<file path="config.mk">
export PLATFORM = sky130hd
export DESIGN_NAME = mu0_control
export DESIGN_NICKNAME = d
export VERILOG_FILES = /design/src/rtl/mu0_control.sv
export SDC_FILE = /design/constraint.sdc
export NUM_CORES = 1
export LEC_CHECK = 0
export ABC_AREA = 1
export CAP_MARGIN = 30
export CORE_MARGIN = 2
export CORE_UTILIZATION = 34
export CTS_CLUSTER_DIAMETER = 200
export DETAILED_ROUTE_END_ITERATION = 7
export PLACE_DENSITY = 0.68
export SLEW_MARGIN = 10
export SYNTH_ARGS = -nofsm -noshare
export SYNTH_HDL_FRONTEND = slang
export SYNTH_SLANG_ARGS = --single-unit
</file>
<file path="constraint.sdc">
create_clock -name Clk -period 1 [get_ports Clk]
set_input_delay 0.1 -clock Clk [delete_from_list [all_inputs] [get_ports Clk]]
set_output_delay 0.1 -clock Clk [all_outputs]
set_load 0.01 [all_outputs]
</file>
<file path="src/rtl/mu0_control.sv">
// MU0 fetch/execute sequencer driving the ALU mode, datapath selects, register enables and memory strobes.
// Optional MU0_ILLEGAL_TRAP_EN: opcodes 8-15 halt the core and latch the Illegal flag until reset.
module mu0_control #(
  parameter int WAIT_STATES = 0
) (
  input  logic       Clk,
  input  logic       Reset,
  input  logic [3:0] F,
  input  logic       N,
  input  logic       Z,
  output logic [1:0] M,
  output logic       X_sel,
  output logic       Y_sel,
  output logic       Addr_sel,
  output logic       PC_En,
  output logic       IR_En,
  output logic       Acc_En,
  output logic       Rd,
  output logic       Wr,
  output logic       Halted
`ifdef MU0_ILLEGAL_TRAP_EN
  ,
  output logic       Illegal
`endif
);

  typedef enum logic [1:0] {
    FETCH   = 2'd0,
    EXECUTE = 2'd1,
    HALT    = 2'd2
  } state_t;

  localparam logic [3:0] LAST_CNT = 4'(WAIT_STATES);

  state_t     state, state_nxt;
  logic [3:0] cnt, cnt_nxt;
  logic       mem_op;
  logic       last;

  always_ff @(posedge Clk or negedge Reset) begin
    if (!Reset) begin
      state <= FETCH;
      cnt   <= '0;
    end else begin
      state <= state_nxt;
      cnt   <= cnt_nxt;
    end
  end

  // Only fetch and LDA/STA/ADD/SUB touch memory, so only they stretch over wait states.
  assign mem_op = (state == FETCH) || ((state == EXECUTE) && (F[3:2] == 2'b00));
  assign last   = !mem_op || (cnt == LAST_CNT);

  always_comb begin
    state_nxt = state;
    cnt_nxt   = (mem_op && !last) ? cnt + 4'd1 : 4'd0;
    M         = 2'd0;
    X_sel     = 1'b0;
    Y_sel     = 1'b0;
    Addr_sel  = 1'b0;
    PC_En     = 1'b0;
    IR_En     = 1'b0;
    Acc_En    = 1'b0;
    Rd        = 1'b0;
    Wr        = 1'b0;
    Halted    = 1'b0;

    case (state)
      FETCH: begin
        Rd    = 1'b1;
        X_sel = 1'b1;
        M     = 2'd2;
        IR_En = last;
        PC_En = last;
        if (last) state_nxt = EXECUTE;
      end

      EXECUTE: begin
        if (last) state_nxt = FETCH;
        case (F)
          4'd0: begin
            Addr_sel = 1'b1;
            Rd       = 1'b1;
            Acc_En   = last;
          end
          4'd1: begin
            Addr_sel = 1'b1;
            Wr       = last;
          end
          4'd2, 4'd3: begin
            Addr_sel = 1'b1;
            Rd       = 1'b1;
            M        = (F == 4'd2) ? 2'd1 : 2'd3;
            Acc_En   = last;
          end
          4'd4: begin
            Y_sel = 1'b1;
            PC_En = 1'b1;
          end
          4'd5: begin
            Y_sel = 1'b1;
            PC_En = ~N;
          end
          4'd6: begin
            Y_sel = 1'b1;
            PC_En = ~Z;
          end
          4'd7: state_nxt = HALT;
          default: begin
`ifdef MU0_ILLEGAL_TRAP_EN
            state_nxt = HALT;
`else
            state_nxt = FETCH;
`endif
          end
        endcase
      end

      HALT: Halted = 1'b1;

      default: state_nxt = FETCH;
    endcase

    // Outputs are forced quiet while reset is held, so an abandoned access never completes.
    if (!Reset) begin
      M        = 2'd0;
      X_sel    = 1'b0;
      Y_sel    = 1'b0;
      Addr_sel = 1'b0;
      PC_En    = 1'b0;
      IR_En    = 1'b0;
      Acc_En   = 1'b0;
      Rd       = 1'b0;
      Wr       = 1'b0;
      Halted   = 1'b0;
    end
  end

`ifdef MU0_ILLEGAL_TRAP_EN
  always_ff @(posedge Clk or negedge Reset) begin
    if (!Reset)
      Illegal <= 1'b0;
    else if ((state == EXECUTE) && F[3])
      Illegal <= 1'b1;
  end
`endif

endmodule

</file>
==> summary.md <==
| Metric | Value |
|---|---|
| Post-synthesis cell count | `68` |
| Hpwl dp | `1045 µm` |
| CP Capture Type | `output port` |
| Distinct cell type count of the synthesized netlist | `21` |
| Seq/Total Area, Yosys | `31.33%` |
| Max layer used | `met4` |
| Final WL | `1909 µm` |
| Max-slew violations | `0` |
| First-pass GRT wire length | `2656 µm` |
| Final GP Congestion | `0.7751` |
| Share of cells above drive strength 1 | `64.35%` |
| Period minus WS final | `1.545 ns` |
| PortBufs | `18` |
| Peak VDD IR | `0.8850 mV` |
| Final Hold Vio Count | `0` |
| Worst hold margin | `0.3430 ns` |
| DRT antenna net count | `0` |
| Dpl cell area | `780.7 µm²` |
| H-tree Lvls | `1` |
| Critical path class | `reg2out` |
| Clock transition at the registers of the reported paths | `0.04 ns` |
| Inst Count DP | `114` |
| Failing checks | `setup timing` |
| Crit path arrival time | `1.45 ns` |
| Die width | `41.54 µm` |
| Final #Nets | `127` |
| CTS buffer count | `3` |
| # Max-Cap Violations | `0` |
| Initial antenna violation count | `0` |
| Synthesis warning total | `0` |
| Pleak | `0.4799 nW` |
| # DRC | `0` |
| Initial drt markers | `22` |
| DR vias/cell | `4.985` |
| Area growth syn-to-layout | `102.3%` |
| Clock skew | `0.003951 ns` |
| RSZ-0062 raised after global routing | `yes` |
| Routed WL per cell | `14.68 µm` |
| ANT cells | `0` |
| Met1 wire length | `795 µm` |
| Status | `finished, violations left` |
| Die footprint | `1726 µm²` |
| Total GRT Usage | `20.54%` |
| Required @ worst endpoint | `0.90 ns` |
| Reg2Reg Setup Slack | `-0.27 ns` |
| Worst setup SP type | `flip-flop` |
| Power per Cell Area | `1560 nW/µm²` |
| Hold Crit Class | `in2reg` |
| Cell area after synthesis | `479.2 µm²` |
| Total design power | `1.512 mW` |
| WL met2 | `990 µm` |
| Max clock buf depth | `2` |
| Starting density of the core | `36.83%` |
| Period Utilization, post-route | `154.5%` |
| Rel. slew slack | `83.76%` |
| Commonest non-fill, non-tap cell in the layout | `buf_4` |
| Core area | `1301 µm²` |
| CTS root buf | `clkbuf_4` |
| Vias in the first global route | `621` |
| Most frequent cells in the layout | `buf_4, buf_2, nand2_1` |
| Flop and latch count out of synthesis | `6` |
| Largest net degree at the start of global routing | `7` |
| I/O pins | `19` |
| 1st-pass router iterations | `5` |
| Avg Cell Area, Syn | `7.047 µm²` |
| DR vias | `648` |
| TNS Setup | `-5.582 ns` |
| Num rows | `13` |
| Clock sink total | `6` |
| Height of the die | `41.54 µm` |
| Crit Path Max Fanout | `2` |
| Met3 WL post-DR | `51 µm` |
| Final instance area | `969.7 µm²` |
| Final setup viols | `16` |
| Non-Filler Instances | `130` |
| Minimum setup slack in the final design | `-0.5454 ns` |
| Grt total ovfl | `0` |
| CTS tree | `done` |
| Syn Nets | `78` |
| Worst Tran Pin Value | `0.2433 ns` |
| F_max | `647.1 MHz` |
| Clock Latency Late Sink | `0.25 ns` |
[logic make-up (layout without fill, tap and decap cells)]
group           after synthesis  in the layout  synth area share [%]
compound gates                6              6                 7.312
flops                         6              6                 31.33
xor+xnor                      2              2                 3.656
fa+ha+maj                     2              2                 5.221
buf+inv                      15             62                 13.32
simple gates                 37             37                 39.16
[through the flow]
| stage | util, % | setup WS, ns |
|---|---|---|
| floorplan | - | -0.1010 |
| global route | 74.52 | -0.6126 |
| finish | 74.52 | -0.5454 |
| CTS | 67.69 | -0.4399 |
| detailed placement | 60.00 | -0.7159 |
| global placement | 60.00 | -0.7008 |
[flip-flops by register name, indices dropped and copies added (netlist names)]
signal / flops
cnt: 4
state: 2
[path summary, 6_finish.rpt]
kind	from	end	cells past startpoint
hold reg to reg	state[0]	state[1]	1
setup reg to reg	cnt[1]	cnt[2]	8
max in group asynchronous	Reset	state[0]	3
setup / recovery	cnt[1]	PC_En	6
min in group asynchronous	Reset	cnt[3]	3
hold / removal	F[3]	state[0]	4
[metal layers]
metal | GRT usage (%) | vias to the layer above
li1 | - | 306
met3 | 4.348 | 10
met4 | 9.677 | 0
met5 | 0 | -
met2 | 37.50 | 20
met1 | 22.16 | 312
[power by group]
part	leakage [nW]	total, mW	internal (mW)	switching [mW]
Sequential	0.0805	0.324	0.274	0.0496
Combinational	0.386	0.959	0.495	0.464
Clock	0.0138	0.229	0.136	0.0929
[cells in the mapped netlist (all sizes together)]
master  instances  area share (%)
o21ai           2             2.1
nand2          13              11
nor2           14              16
a21oi           3             3.9
ha              2             5.2
dfrtp           6              31
xor2            1             1.8
nand3           4             5.2
a31oi           1             1.3
nand4           2             2.6
nor3            3             3.1
buf             1             2.3
xnor2           1             1.8
inv            14              11
nor4            1             1.3
[area by class of cell]
cell class | instances | area (µm²)
clock buffer | 3 | 22.52
fill | 96 | 331.6
inverter | 14 | 55.05
multi-input combinational | 47 | 370.4
sequential | 6 | 151.4
tap | 15 | 18.77
timing repair buffer | 45 | 351.6
[critical path: stages (launching register included)]
cell	delay, ns
dfrtp_1	0.39
inv_2	0.08
ha_4	0.14
nand4_1	0.16
buf_4	0.19
a21oi_2	0.09
buf_2	0.13
[timing repair]
item                       4_1_cts  5_1_grt
gates cloned                     0        0
hold buffers                     1        0
hold endpoints to repair         6        0
setup endpoints to repair       16       16
pin swaps                        8        7
setup buffers                    9        5
gates resized for setup         67       15
Note: power is estimated with default switching activity, not from simulation.
==> edit 1, RTL diff (same settings) <==
Put a register stage on the output `IR_En`. The value now appears one clock later. The other outputs are not delayed to match.
--- a/src/rtl/mu0_control.sv
+++ b/src/rtl/mu0_control.sv
@@ -32,6 +32,8 @@
 
   localparam logic [3:0] LAST_CNT = 4'(WAIT_STATES);
 
+  logic IR_En_d;
+
   state_t     state, state_nxt;
   logic [3:0] cnt, cnt_nxt;
   logic       mem_op;
@@ -59,7 +61,7 @@
     Y_sel     = 1'b0;
     Addr_sel  = 1'b0;
     PC_En     = 1'b0;
-    IR_En     = 1'b0;
+    IR_En_d   = 1'b0;
     Acc_En    = 1'b0;
     Rd        = 1'b0;
     Wr        = 1'b0;
@@ -70,7 +72,7 @@
         Rd    = 1'b1;
         X_sel = 1'b1;
         M     = 2'd2;
-        IR_En = last;
+        IR_En_d = last;
         PC_En = last;
         if (last) state_nxt = EXECUTE;
       end
@@ -128,7 +130,7 @@
       Y_sel    = 1'b0;
       Addr_sel = 1'b0;
       PC_En    = 1'b0;
-      IR_En    = 1'b0;
+      IR_En_d  = 1'b0;
       Acc_En   = 1'b0;
       Rd       = 1'b0;
       Wr       = 1'b0;
@@ -145,5 +147,9 @@
   end
 `endif
 
+  always_ff @(posedge Clk) begin
+    IR_En <= IR_En_d;
+  end
+
 endmodule
 
Formal check against the unedited RTL: not equivalent (a bounded check fails within 4 cycles, from zero or initial values and one cycle with Reset low).
==> edit 1 against the unedited design <==
The run still ends with setup timing left; hold slack lost 150 ps; critical path type unchanged; synthesized area up 2.1%; final area decreased by 2.6%; worst setup slack improved by 110 ps; sequential cell count grew 1; critical endpoint unchanged; die area is 1.9% higher; wire length shrank 27%.
Power is not compared: it rests on default switching activity, and its combinational part moved more than twofold at a synthesized area within 25%.
==> edit 1: results (changes against the unedited design) <==
Status
  – Status: finished with violations
  – Failing checks: setup timing

Synthesis
  – Synth Net Count: 76 (-2.6%)
  – Post-synth top cells: 12 x nor2_1, 9 x nand2_1, 8 x inv_1
  – Post-synthesis sequential area ratio: 34.8% (+3.5 points)

Setup path
  – Crit path arrival time: 1340 ps (-110 ps)
  – R2r worst-path depth: 10 (+2)
  – R2R Setup Slk: -340 ps (-70 ps)
  – Max stage delay on crit path: 420 ps (+30 ps)
  – Slowest stage cell, crit path: dfrtp_2
  – Top delay family on crit path: flip-flops
  – Worst r2r src: cnt[0]
  – Critical path origin: state[0]
  – Reg-to-reg critical path endpoint: state[0]

Layout
  – Regs by FF count: cnt (4), state (2), IR_En (1)
  – FILL cells: 113 (+18%)
  – Ratio of cells with drive above 1 in the final layout: 59.1% (-5.3 points)

Route
  – Met2 wire length: 710 um (-28%)
  – Routed WL: 1.40 mm (-27%)
  – First DRT Iteration DRCs: 1 (-95%)
  – Met1 WL: 582 um (-27%)
  – Met3 wire len: 85 um (+67%)

Placed design
  – Post-DP HPWL: 1.03 mm (-1.2%)
  – Global placement routability congestion: 0.830 (+7.1%)

STA
  – Max Clock Skew: 3.62 ps (-0.327 ps)
  – Fin Setup TNS: -5020 ps (+559 ps)
  – Final setup fails: 15 (-1)
  – Min setup slack post-route: -438 ps (+107 ps)

Global routing
  – GR Layer Usage met1: 20.1% (-2.1 points)
  – Largest net degree at the start of global routing: 8 (+1)
  – First-pass GRT wire length: 2.44 mm (-8.1%)

Min path
  – Hold/Removal Path Class: input pin to asynchronous set/reset pin

Clocking
  – Cts repair resizes: 63 (-6.0%)
  – Clk sinks: 7 (+1)
  – Post-CTS Setup Bufs: 6 (-3)
==> edit 1: cell count changes after synthesis, sizes merged, moves of 2 or more <==
cell | unedited run | this run
a21oi | 3 | 1
nand4 | 2 | 0
inv | 14 | 11
o21ai | 2 | 4
==> edit 1: cell families after synthesis <==
group | synth area share [%]
and+or+nand+nor | 40.9
buffers and inverters | 8.44
DFF | 34.8
AOI/OAI and AO/OA | 7.16
xor gates and xnor gates | 3.58
adders and majority gates | 5.11
==> edit 1: through the flow <==
step	setup slack (ps)	std cells	cell area [sq um]
after global routing	-519	125	945
after global placement	-773	114	817
after CTS	-434	124	905
after floorplan	-107	66	505
final	-438	125	945
after detailed placement	-772	114	817
==> edit 1: final cells by class <==
type,count,share of cell area [%]
flip-flops and latches,7,18.3
inverters,11,4.90
well taps,15,1.99
clock buffers,4,2.78
multi-input cells,48,37.5
repair buffers,40,34.6
==> edit 2, RTL diff (same settings) <==
Made on the original files. Add a define of `MU0_ILLEGAL_TRAP_EN`.
--- a/src/rtl/mu0_control.sv
+++ b/src/rtl/mu0_control.sv
@@ -1,5 +1,7 @@
 // MU0 fetch/execute sequencer driving the ALU mode, datapath selects, register enables and memory strobes.
 // Optional MU0_ILLEGAL_TRAP_EN: opcodes 8-15 halt the core and latch the Illegal flag until reset.
+`define MU0_ILLEGAL_TRAP_EN
+
 module mu0_control #(
   parameter int WAIT_STATES = 0
 ) (
Behaviour (old outputs only; new: Illegal): not the same (Yosys sat finds a counterexample within 4 cycles, from zero or initial values and one cycle with Reset low).
==> edit 2 against the unedited design <==
Synthesized area rose by 4.7%; wire length fell by 9.0%; sequential cell count is 1 higher; clock skew grew 6.7 ps; worst setup slack got worse by 59 ps; register-to-register slack lost 130 ps; global-route usage is 2.1 points lower; synthesized cell count up 1.5%; the flow still finishes with violations (setup timing); power up 11%; sequential power is 22% higher; final area increased by 5.3%; fmax shrank 3.7%; critical path depth up 1; count of clock-buffer cells in the layout increased by 1.
==> edit 2: results (changes against the unedited design) <==
Layout
  – Regs by FF count: cnt (4), state (2), Illegal (1)
  – Ratio of cells with drive above 1 in the final layout: 57.8% (-6.6 points)

Status
  – Failing checks: setup timing
  – Status: finished with violations

Placed design
  – Post-DP HPWL: 1.03 mm (-1.3%)
  – Global placement routability congestion: 0.797 (+2.9%)
  – IO buf count: 19 (+1)
  – Pre-CTS setup slack: -753 ps (-37.2 ps)

Power
  – Comb group: 0.00101 W (+5%)
  – Clk pwr: 0.000268 W (+17%)
  – Comb power frac: 60.5% (-2.9 points)
  – LEAKAGE: 0.505 nW (+5.3%)

Global routing
  – GR Layer Usage met1: 23.3% (+1.1 points)
  – Met2 GRT Util: 27.1% (-10 points)
  – Largest net degree at the start of global routing: 8 (+1)
  – Vias in the first global route: 560 (-9.8%)
  – Total GRT Usage: 18.5% (-2.1 points)
  – Met3 global-route usage: 6.47% (+2.1 points)

STA
  – Final setup fails: 18 (+2)
  – Min setup slack post-route: -605 ps (-59.5 ps)

Route
  – Met2 wire length: 909 um (-8.2%)
  – Via count: 615 (-5.1%)

Setup path
  – Reg-to-reg critical path endpoint: state[0]
  – Crit path arrival time: 1500 ps (+50 ps)
  – Crit path max fanout: 3 (+1)
  – R2R Setup Slk: -400 ps (-130 ps)
  – Max stage delay on crit path: 370 ps (-20 ps)

Synthesis
  – XOR/XNOR Fraction of Synth Area: 3.49% (-0.16 points)
  – Synth Net Count: 79 (+1.3%)
  – Largest cells by area after synthesis: dfrtp_1 35%, inv_1 9.0%, nand2_1 9.0%, nor2_1 7.5%, nor2_4 6.7%
  – Syn_area_per_cell: 7.27 sq um (+3.2%)
  – Synth Area in Compound Gates: 8.48% (+1.2 points)

Min path
  – Hold/Removal Path Class: input pin to asynchronous set/reset pin
[edit 2: through the flow]
| step | instance area, sq um | TNS (ps) | hold slack [ps] |
|---|---|---|---|
| 5_1_grt | 1020 | -7890 | 487 |
| 4_1_cts | 925 | -5090 | 252 |
| 6_report | 1020 | -6290 | 468 |
| 3_3_place_gp | 840 | -8960 | 465 |
| 3_5_place_dp | 840 | -9290 | 473 |
| 2_1_floorplan | 510 | -848 | -196 |
[edit 2: critical path: cells and delay by family, from the launching register on]
family | cells | cell delay, ps
simple gates | 2 | 260
buf+inv | 3 | 350
fa+ha+maj | 1 | 160
flops | 1 | 370
compound gates | 1 | 100
[edit 2: what timing repair did]
action	in CTS	in global routing
setup endpoints to repair	17	18
gates cloned	0	0
buffers inserted	8	2
hold endpoints to repair	0	7
gates resized for setup	68	20
hold buffers	0	1
pin swaps	9	5
[edit 2: worst min-delay path by stage]
stage	endpoint	depth (start not counted)	slack (ps)	start
2_1_floorplan	Illegal	0	-200	Reset
3_3_place_gp	Illegal	1	470	Illegal
3_5_place_dp	Illegal	1	470	Illegal
4_1_cts	state[0]	2	250	Reset
5_1_grt	cnt[3]	3	490	Reset
6_report	cnt[3]	3	470	Reset
[edit 2: kinds of logic after synthesis]
| group | count (synthesis) |
|---|---|
| AOI/OAI and AO/OA | 8 |
| xor gates and xnor gates | 2 |
| adders and majority gates | 2 |
| buffers and inverters | 14 |
| DFF | 7 |
| and+or+nand+nor | 36 |
[edit 2: layout make-up]
class / count / area [sq um] / share of cell area, %
Sequential cell: 7 / 176 / 17.3
Tap cell: 15 / 18.8 / 1.84
Timing Repair Buffer: 43 / 367 / 35.9
Inverter: 14 / 55.1 / 5.39
Clock buffer: 4 / 26.3 / 2.57
Multi-Input combinational cell: 48 / 378 / 37.0
